<file path="config.mk">
export PLATFORM = sky130hd
export DESIGN_NAME = pixel_byte_tx
export DESIGN_NICKNAME = d
export VERILOG_FILES = /design/src/rtl/pixel_tx_pkg.sv /design/src/rtl/pixel_fifo.sv /design/src/rtl/pixel_byte_tx.sv
export SDC_FILE = /design/constraint.sdc
export NUM_CORES = 1
export LEC_CHECK = 0
export BUFFER_PORTS_ARGS = -buffer_cell sky130_fd_sc_hd__buf_2
export CAP_MARGIN = 25
export CORE_UTILIZATION = 40
export CTS_CLUSTER_DIAMETER = 120
export DETAILED_ROUTE_END_ITERATION = 10
export PLACE_DENSITY_LB_ADDON = 0.15
export SYNTH_ARGS = -nofsm -noshare
export SYNTH_HDL_FRONTEND = slang
export SYNTH_HIERARCHICAL = 1
export SYNTH_SLANG_ARGS = --single-unit
</file>
<file path="constraint.sdc">
create_clock -name i_clk -period 6.9 [get_ports i_clk]
set_input_delay 0 -clock i_clk [delete_from_list [all_inputs] [get_ports i_clk]]
set_output_delay 0 -clock i_clk [all_outputs]
set_load 0.05 [all_outputs]
</file>
<file path="src/rtl/pixel_tx_pkg.sv">
// Shared types for the pixel byte transmit stage.
// Channel ordering and FSM state encoding.
package pixel_tx_pkg;

    localparam int PIXEL_CH_W = 8;
    localparam int CH_FIRST   = 2;
    localparam int CH_LAST    = 0;

    typedef enum logic [1:0] {
        S_IDLE,
        S_CH2,
        S_CH1,
        S_CH0
    } tx_state_t;

    typedef logic [2:0][PIXEL_CH_W-1:0] pixel_t;

endpackage

</file>
<file path="src/rtl/pixel_fifo.sv">
// Synchronous FIFO with extra-bit pointers for full/empty.
// Head word is presented on dout; the consumer registers it.
module pixel_fifo #(
    parameter int WIDTH = 24,
    parameter int DEPTH = 16,
    localparam int AW   = $clog2(DEPTH)
) (
    input  logic             i_clk,
    input  logic             i_reset_n,
    input  logic             push,
    input  logic             pop,
    input  logic [WIDTH-1:0] din,
    output logic [WIDTH-1:0] dout,
    output logic             full,
    output logic             empty,
    output logic [AW:0]      count
);

    logic [WIDTH-1:0] mem [DEPTH];
    logic [AW:0]      wptr;
    logic [AW:0]      rptr;
    logic             do_push;
    logic             do_pop;

    assign count   = wptr - rptr;
    assign full    = (count == (AW+1)'(DEPTH));
    assign empty   = (wptr == rptr);
    assign do_push = push && !full;
    assign do_pop  = pop && !empty;
    assign dout    = mem[rptr[AW-1:0]];

    // Storage array; written only on an accepted push.
    always_ff @(posedge i_clk) begin
        if (do_push) begin
            mem[wptr[AW-1:0]] <= din;
        end
    end

    // Pointer advance on accepted push and pop.
    always_ff @(posedge i_clk or negedge i_reset_n) begin
        if (!i_reset_n) begin
            wptr <= '0;
            rptr <= '0;
        end else begin
            if (do_push) wptr <= wptr + 1'b1;
            if (do_pop)  rptr <= rptr + 1'b1;
        end
    end

endmodule

</file>
<file path="src/rtl/pixel_byte_tx.sv">
// Buffers RGB pixels and serialises them as channel bytes
// (ch2, ch1, ch0) on a valid/ready stream with frame tracking.
module pixel_byte_tx
    import pixel_tx_pkg::*;
#(
    parameter int COLOR_CHANNEL = 8,
    parameter int FIFO_DEPTH    = 16,
    parameter int IMG_WIDTH     = 640,
    parameter int IMG_HEIGHT    = 480
) (
    input  logic                          i_clk,
    input  logic                          i_reset_n,
    input  logic                          i_data_ready,
    input  logic [2:0][COLOR_CHANNEL-1:0] i_data,
    input  logic                          i_frame_start,
    output logic                          o_tx_valid,
    output logic [COLOR_CHANNEL-1:0]      o_tx_data,
    input  logic                          i_tx_ready,
    output logic                          o_frame_done,
    output logic                          o_overflow,
    output logic                          o_busy
);

    localparam int PW        = 3 * COLOR_CHANNEL;
    localparam int AW        = $clog2(FIFO_DEPTH);
    localparam int FRAME_PIX = IMG_WIDTH * IMG_HEIGHT;
    localparam int CW        = (FRAME_PIX > 1) ? $clog2(FRAME_PIX) : 1;
    localparam logic [CW-1:0] LAST_IDX = CW'(FRAME_PIX - 1);

    tx_state_t                     state;
    logic [2:0][COLOR_CHANNEL-1:0] r_pix;
    logic [2:0][COLOR_CHANNEL-1:0] fifo_dout;
    logic [CW-1:0]                 r_cnt;
    logic [AW:0]                   fifo_count;
    logic                          fifo_full;
    logic                          fifo_empty;
    logic                          push;
    logic                          pop;
    logic                          ch0_hs;

    assign push   = i_data_ready && !fifo_full;
    assign ch0_hs = (state == S_CH0) && i_tx_ready;
    assign pop    = !fifo_empty && ((state == S_IDLE) || ch0_hs);
    assign o_busy = (fifo_count != '0) || (state != S_IDLE);

    pixel_fifo #(
        .WIDTH (PW),
        .DEPTH (FIFO_DEPTH)
    ) u_fifo (
        .i_clk     (i_clk),
        .i_reset_n (i_reset_n),
        .push      (push),
        .pop       (pop),
        .din       (i_data),
        .dout      (fifo_dout),
        .full      (fifo_full),
        .empty     (fifo_empty),
        .count     (fifo_count)
    );

    // Byte serialiser: loads a pixel, then steps ch2 -> ch1 -> ch0.
    always_ff @(posedge i_clk or negedge i_reset_n) begin
        if (!i_reset_n) begin
            state      <= S_IDLE;
            r_pix      <= '0;
            o_tx_valid <= 1'b0;
            o_tx_data  <= '0;
        end else begin
            unique case (state)
                S_IDLE: begin
                    if (pop) begin
                        r_pix      <= fifo_dout;
                        o_tx_data  <= fifo_dout[CH_FIRST];
                        o_tx_valid <= 1'b1;
                        state      <= S_CH2;
                    end
                end
                S_CH2: begin
                    if (i_tx_ready) begin
                        o_tx_data <= r_pix[1];
                        state     <= S_CH1;
                    end
                end
                S_CH1: begin
                    if (i_tx_ready) begin
                        o_tx_data <= r_pix[CH_LAST];
                        state     <= S_CH0;
                    end
                end
                S_CH0: begin
                    if (i_tx_ready) begin
                        if (pop) begin
                            r_pix     <= fifo_dout;
                            o_tx_data <= fifo_dout[CH_FIRST];
                            state     <= S_CH2;
                        end else begin
                            o_tx_valid <= 1'b0;
                            state      <= S_IDLE;
                        end
                    end
                end
                default: begin
                    o_tx_valid <= 1'b0;
                    state      <= S_IDLE;
                end
            endcase
        end
    end

    // Pixel-in-frame counter; frame start clears, last pixel wraps.
    always_ff @(posedge i_clk or negedge i_reset_n) begin
        if (!i_reset_n) begin
            r_cnt <= '0;
        end else if (i_frame_start) begin
            r_cnt <= '0;
        end else if (ch0_hs) begin
            if (r_cnt == LAST_IDX) r_cnt <= '0;
            else                   r_cnt <= r_cnt + 1'b1;
        end
    end

    // One-cycle frame-done pulse after the frame's final byte.
    always_ff @(posedge i_clk or negedge i_reset_n) begin
        if (!i_reset_n) begin
            o_frame_done <= 1'b0;
        end else begin
            o_frame_done <= ch0_hs && (r_cnt == LAST_IDX);
        end
    end

    // Sticky drop flag; a frame start takes priority over a drop.
    always_ff @(posedge i_clk or negedge i_reset_n) begin
        if (!i_reset_n) begin
            o_overflow <= 1'b0;
        end else if (i_frame_start) begin
            o_overflow <= 1'b0;
        end else if (i_data_ready && fifo_full) begin
            o_overflow <= 1'b1;
        end
    end

endmodule

</file>
Word-level counts from Yosys, hierarchy flattened
Memory sizes are Yosys's and may differ from the RTL's.
Cells that the tools add are included.
{"block": "classes", "n_eq_ne": 11, "add_sub_neg": 4, "n_reduce_logical": 21, "muxes": 25}
{"operator": "19-bit two-way mux", "count": 3}
{"operator": "24-bit two-way mux", "count": 2}
{"operator": "24-bit one-hot mux with 2 select lines", "count": 1}
{"operator": "8-bit two-way mux", "count": 4}
{"operator": "8-bit one-hot mux with 4 select lines", "count": 1}
{"operator": "19-bit by 1-bit adder with 19-bit output (second input constant)", "count": 1}
{"operator": "19-bit equality test (second input constant)", "count": 1}
{"operator": "5-bit by 1-bit adder with 5-bit output (second input constant)", "count": 2}
{"operator": "1-bit two-way mux", "count": 8}
{"operator": "2-bit two-way mux", "count": 4}
{"operator": "2-bit != test (second input constant)", "count": 4}
{"operator": "2-bit one-hot mux with 4 select lines", "count": 1}
{"operator": "4-bit AND reduction", "count": 2}
{"operator": "2-bit nonzero test", "count": 4}
{"operator": "1-bit logical AND", "count": 7}
{"operator": "5-bit equality test", "count": 1}
{"operator": "5-bit equality test (second input constant)", "count": 1}
{"operator": "5-bit nonzero test", "count": 1}
{"operator": "5-bit subtractor", "count": 1}
{"operator": "2-bit equality test (second input constant)", "count": 2}
{"operator": "3-bit AND reduction", "count": 1}
{"operator": "2-bit by 1-bit equality test with 1-bit output (second input constant)", "count": 1}
{"operator": "1-bit logical NOT", "count": 2}
{"operator": "2-bit logical NOT", "count": 1}
{"operator": "4 further kinds", "count": 5}
{"block": "word_totals", "memories": 1, "ram_bits": 384, "register_bits": 66, "output_inout_bits": 12, "inputBits": 29, "wordCells": 73}
{"name": "u_fifo.mem", "depth": 16, "word_bits": 24, "rd": 1, "rd_clocked_by_memory_dff": 0, "wr": 1, "line": "pixel_fifo.sv:19", "rtl": "logic [WIDTH-1:0] mem [DEPTH];"}

Longest topological paths before layout
{"block": "logic_depth", "word_depth": 7, "mapped_depth": 12, "ltp_nobuf": 11}

By module
The synthesis kept the hierarchy.
{"mod": "pixel_fifo", "area_each_um2": 15328.5, "cells_per_inst": 745, "instances": 1}
{"mod": "pixel_byte_tx", "area_each_um2": 2417.3, "cells_per_inst": 229, "instances": 1}

Worst setup path before layout
OpenSTA, ideal clock, no wires.
{"block": "synth_path", "path_type": "register to register", "start": "register u_fifo.rptr[2]", "end": "memory u_fifo.mem[11][0], enable pin", "arrival_ps": 4415, "slack_ps": 2045, "setup_time_ps": 440, "period_less_slack_ps": 4855, "path_stages_with_launch": 12, "n_path_buf": 3, "cell_sequence": "dfrtp_1 > buf_2 > buf_1 > inv_2 > clkbuf_1 > ha_1 > and3b_1 > o21ai_0 > a2111oi_4 > nor2b_1 > nand3b_1 > nor3b_1"}
{"block": "synth_between", "elab_chain_len": 7}
{"item": "start: declaration", "line": "pixel_fifo.sv:21", "rtl": "logic [AW:0] rptr;"}
{"item": "start signal: assignment", "line": "pixel_fifo.sv:46", "rtl": "if (do_pop) rptr <= rptr + 1'b1;"}
{"item": "5-bit subtractor", "line": "pixel_fifo.sv:25", "rtl": "assign count = wptr - rptr;"}
{"item": "5-bit equality test", "line": "pixel_fifo.sv:26", "rtl": "assign full = (count == (AW+1)'(DEPTH));"}
{"item": "via fifo_full", "line": "pixel_byte_tx.sv:35", "rtl": "logic fifo_full;"}
{"item": "1-bit logical NOT", "line": "pixel_byte_tx.sv:41", "rtl": "assign push = i_data_ready && !fifo_full;"}
{"item": "1-bit logical AND", "line": "pixel_byte_tx.sv:41"}
{"item": "via push", "line": "pixel_byte_tx.sv:37", "rtl": "logic push;"}
{"item": "1-bit logical AND", "line": "pixel_fifo.sv:28", "rtl": "assign do_push = push && !full;"}
{"item": "1-bit two-way mux", "line": "pixel_fifo.sv:34", "rtl": "if (do_push) begin"}
{"item": "1-bit two-way mux (not written as such)", "line": "pixel_fifo.sv:35", "rtl": "mem[wptr[AW-1:0]] <= din;"}
{"item": "end: declaration", "line": "pixel_fifo.sv:19"}
The timed path passes the listed nets, and every way through them passes these cells.

Worst setup path in the final report
{"block": "layout_path", "start": "register u_fifo.rptr[1]", "end": "memory u_fifo.mem[14][12], enable pin"}
Same word-level chain as after synthesis.

==> flow_metrics.tcl <==
set metrics [dict create \
    met2WireLength_um 20200 \
    initial_core_util_pct 40.8 \
    p_per_area_nw_per_um2 436 \
    clock-sinks 442 \
    grt_pass1_wl_um 64600 \
    wire_per_inst_um 26.3 \
    cts_buffers 47 \
    fillers 3724 \
    hold_viol_final 0 \
    path_cells "clkinv_1 -> ha_1 -> and3b_1 -> o21ai_0 -> a2111oi_4 -> nor2b_1 -> nor2b_2 -> and3_2" \
    async_reset_ff_share_pct 13.1 \
    worstPathMaxFanout 34 \
    peakVddDrop_uv 217 \
    drive_above_1_share_pct 24.8 \
    r2r_setup_slack_ps 1980 \
    ant_nets 0 \
    overflow 0 \
    maxCapViolations 0 \
    ys_seq_elements 442 \
    highest_layer "met4" \
    cts_root_buf "clkbuf_16" \
    endpoint_kind "flip-flop" \
    port_buffers 40 \
    hold_end "u_fifo/wptr[3]" \
    antenna_found_initial 0 \
    p_int_mw 5.92 \
    synth_ff_type "edfxtp_1" \
    pre_cts_ws_ps 2010 \
    worstRegToRegCells 8 \
    wl_um 43900 \
    avgSynthCellArea_um2 18.2 \
    seqPwrFrac_pct 40.4 \
    avgViaCountPerCell 5.55 \
    critPathRequiredTime_ps 7090 \
    dp_hpwl_um 27400 \
    slew_viol_final 0 \
    r2r-start "u_fifo/rptr[1]" \
    area_growth_pct 14.9 \
    period_minus_slack_ps 4920 \
    crit_path_start_kind "flip-flop" \
    yosys_warnings 6 \
    vias 9285 \
    multi_input_area_um2 4540 \
    setup_viol 0 \
    tightest_slew_ps 958 \
    fin_skew_ps 13.7 \
    hold_start "i_data_ready" \
    combinationalPowerShare_pct 31.5 \
    synth_edf_count 384 \
    first_global_vias 9316 \
    slowest_delay_ps 800 \
    cts_tree "done" \
    grt_max_degree 59 \
    synth_fp_nets 1019 \
    clock_insertion_delay_worst_skew_ps 570 \
    p_switching_mw 2.97 \
    drc_errors 0 \
    detail_route.first_pass.iterations 5 \
    worstHoldPathCells 5 \
    die_area_um2 45200 \
    p_sw_share_pct 33.4 \
    max_slew_margin_pct 36.1 \
    cts_max_level 2 \
    ctsHoldBuffers 28 \
    ys_types 57 \
    hold_path.class "input pin to flip-flop" \
    core_um2 43500 \
    crit_type "flip-flop to flip-flop" \
    num_io_pins 41 \
    die_w_um 213 \
    dr_wl_met3_um 2680 \
    leakagePower_nw 6.84 \
    cpLargestDelayFamily "simple AND/OR/NAND/NOR gates" \
    final_nets 1097 \
    clock_power_share_pct 28.0 \
    cts_buffer_depth 3 \
    critPathSlowestCell "clkinv_1" \
    synthesis.area_um2 17700 \
    layout.area.seq_um2 13000 \
    fin_crit_sh_pct 71.3 \
    outcome "complete, no violations" \
    synth_seq_area_share_pct 73.2 \
    grt_usage_pct 20.3 \
    wl_met1_um 20000 \
    critPathArrivalTime_ps 5110 \
    clk_pin_slew_ps 60 \
    cp_num_buf_inv 1 \
    rsz0062_at_grt "false" \
    final_util_pct 46.9 \
    synth_cells 974 \
    postCtsSetupBuffers 0 \
    setup-tns-final_ps 0 \
    fmax_mhz 203 \
    drtIter0Drc 936 \
    rows 76 \
    postCtsResizedCells 0 \
    whs_ps 50.4 \
    place_congestion 0.863 \
    setup_ws_ps 1980 \
    die_y_um 213 \
    timing.rr.end "u_fifo/mem[14][12]" \
]
## worst max-delay path by stage
| stage | start | to | slack (ps) | cells after the start |
|---|---|---|---|---|
| CTS | u_fifo/rptr[1] | u_fifo/mem[14][12] | 2000 | 8 |
| global placement | u_fifo/rptr[1] | u_fifo/mem[9][13] | 2200 | 8 |
| detailed placement | u_fifo/rptr[1] | u_fifo/mem[14][14] | 2010 | 8 |
| finish | u_fifo/rptr[1] | u_fifo/mem[14][12] | 1980 | 8 |
| global route | u_fifo/rptr[1] | u_fifo/mem[14][12] | 1700 | 8 |
| floorplan | u_fifo/rptr[2] | u_fifo/mem[11][0] | 2050 | 11 |
## tightest hold or removal path: cells and delay by family
| kind | cells | cell delay [ps] |
|---|---|---|
| xor+xnor | 1 | 110 |
| buf+inv | 1 | 140 |
| simple gates | 3 | 330 |
## power groups by stage
| stage | Sequential [mW] | Combinational (mW) | Clock (mW) |
|---|---|---|---|
| 2_1_floorplan | 3.54 | 1.93 | 0 |
| 3_3_place_gp | 3.64 | 2.79 | 0 |
| 3_5_place_dp | 3.65 | 2.80 | 0 |
| 4_1_cts | 3.60 | 2.82 | 2.56 |
| 5_1_grt | 3.64 | 2.98 | 2.64 |
| 6_report | 3.59 | 2.80 | 2.49 |
## Yosys cell counts, types with 2 or more instances
cell        n  share of area, %
nor2_1     28              0.59
nand3b_1    2             0.085
clkbuf_1   26              0.55
or4_1       2             0.085
buf_2      16              0.45
nand2_1   110               2.3
xor2_1      6              0.30
nor4b_1     2             0.099
dfrtp_1    58               8.2
and2_1      2             0.070
edfxtp_1  384                65
o41ai_1     2             0.099
mux2_2     25               1.6
and3_1     38               1.3
or4_4       2              0.13
inv_1      13              0.27
ha_1       15               1.1
a22oi_1     8              0.34
nand3_1     9              0.25
or3b_2      2             0.099
mux4_2     96                12
nor4_1      4              0.14
nor2b_1     5              0.18
buf_1       5              0.11
or3_1       6              0.21
xnor2_1    12              0.59
a21oi_1    20              0.56
nor3_1      5              0.14
a31oi_1    25              0.88
o21ai_0    13              0.37
nand4_1     7              0.25
## cell families (layout without fill, tap and decap cells)
kind of cell | count (synthesis) | after routing | synth area share [%]
muxes | 122 | 122 | 13.9
other | 0 | 1 | 0
and+or+nand+nor | 233 | 233 | 6.44
buffers and inverters | 63 | 177 | 1.49
AOI/OAI and AO/OA | 79 | 79 | 2.91
DFF | 442 | 442 | 73.2
xor gates and xnor gates | 19 | 19 | 0.980
adders and majority gates | 16 | 16 | 1.17
## routing by layer
layer | vias to the layer above | GRT usage, %
met4 | 0 | 6.50
met5 | - | 0
met3 | 63 | 3.71
met2 | 302 | 31.1
met1 | 4893 | 29.5
li1 | 4027 | -
## per-stage QoR
stage               instances  total power, mW  instance area, um^2
floorplan                 974             5.47                17700
global placement         1559             6.43                18600
detailed placement       1560             6.44                18600
CTS                      1673             8.97                20400
global route             1673             9.26                20400
finish                   1674             8.89                20400
## cell usage in the layout (no fill, tap or decap), types with 8 or more instances in the layout
| cell | Yosys | final |
|---|---|---|
| and3_1 | 38 | 26 |
| buf_2 | 16 | 40 |
| inv_1 | 13 | 13 |
| nor2_1 | 28 | 27 |
| buf_4 | 0 | 9 |
| a21oi_1 | 20 | 20 |
| nand3_1 | 9 | 9 |
| edfxtp_1 | 384 | 384 |
| ha_1 | 15 | 15 |
| a31oi_1 | 25 | 25 |
| clkinv_1 | 1 | 13 |
| and3_2 | 0 | 12 |
| xnor2_1 | 12 | 12 |
| dfrtp_1 | 58 | 55 |
| mux4_2 | 96 | 96 |
| mux2_2 | 25 | 25 |
| o21ai_0 | 13 | 13 |
| nand2_1 | 110 | 110 |
| a22oi_1 | 8 | 8 |
| dlygate4sd3_1 | 0 | 28 |
| clkinv_2 | 0 | 9 |
| clkbuf_16 | 0 | 49 |
## final cells by class
type | instances | share of cell area, %
sequential | 442 | 63.7
multi-input combinational | 469 | 22.3
timing repair buffer | 77 | 2.69
antenna | 1 | 0.0123
tap | 585 | 3.59
clock buffer | 56 | 6.14
inverter | 15 | 0.276
clock inverter | 29 | 1.29
## flip-flops by register name (all words and copies together) (netlist names)
signal	flops
state	2
u_fifo/wptr	5
o_tx_valid	1
o_frame_done	1
o_overflow	1
r_cnt	19
u_fifo/rptr	5
r_pix	16
o_tx_data	8
u_fifo/mem	384
Note: power is estimated with default switching activity, not from simulation.
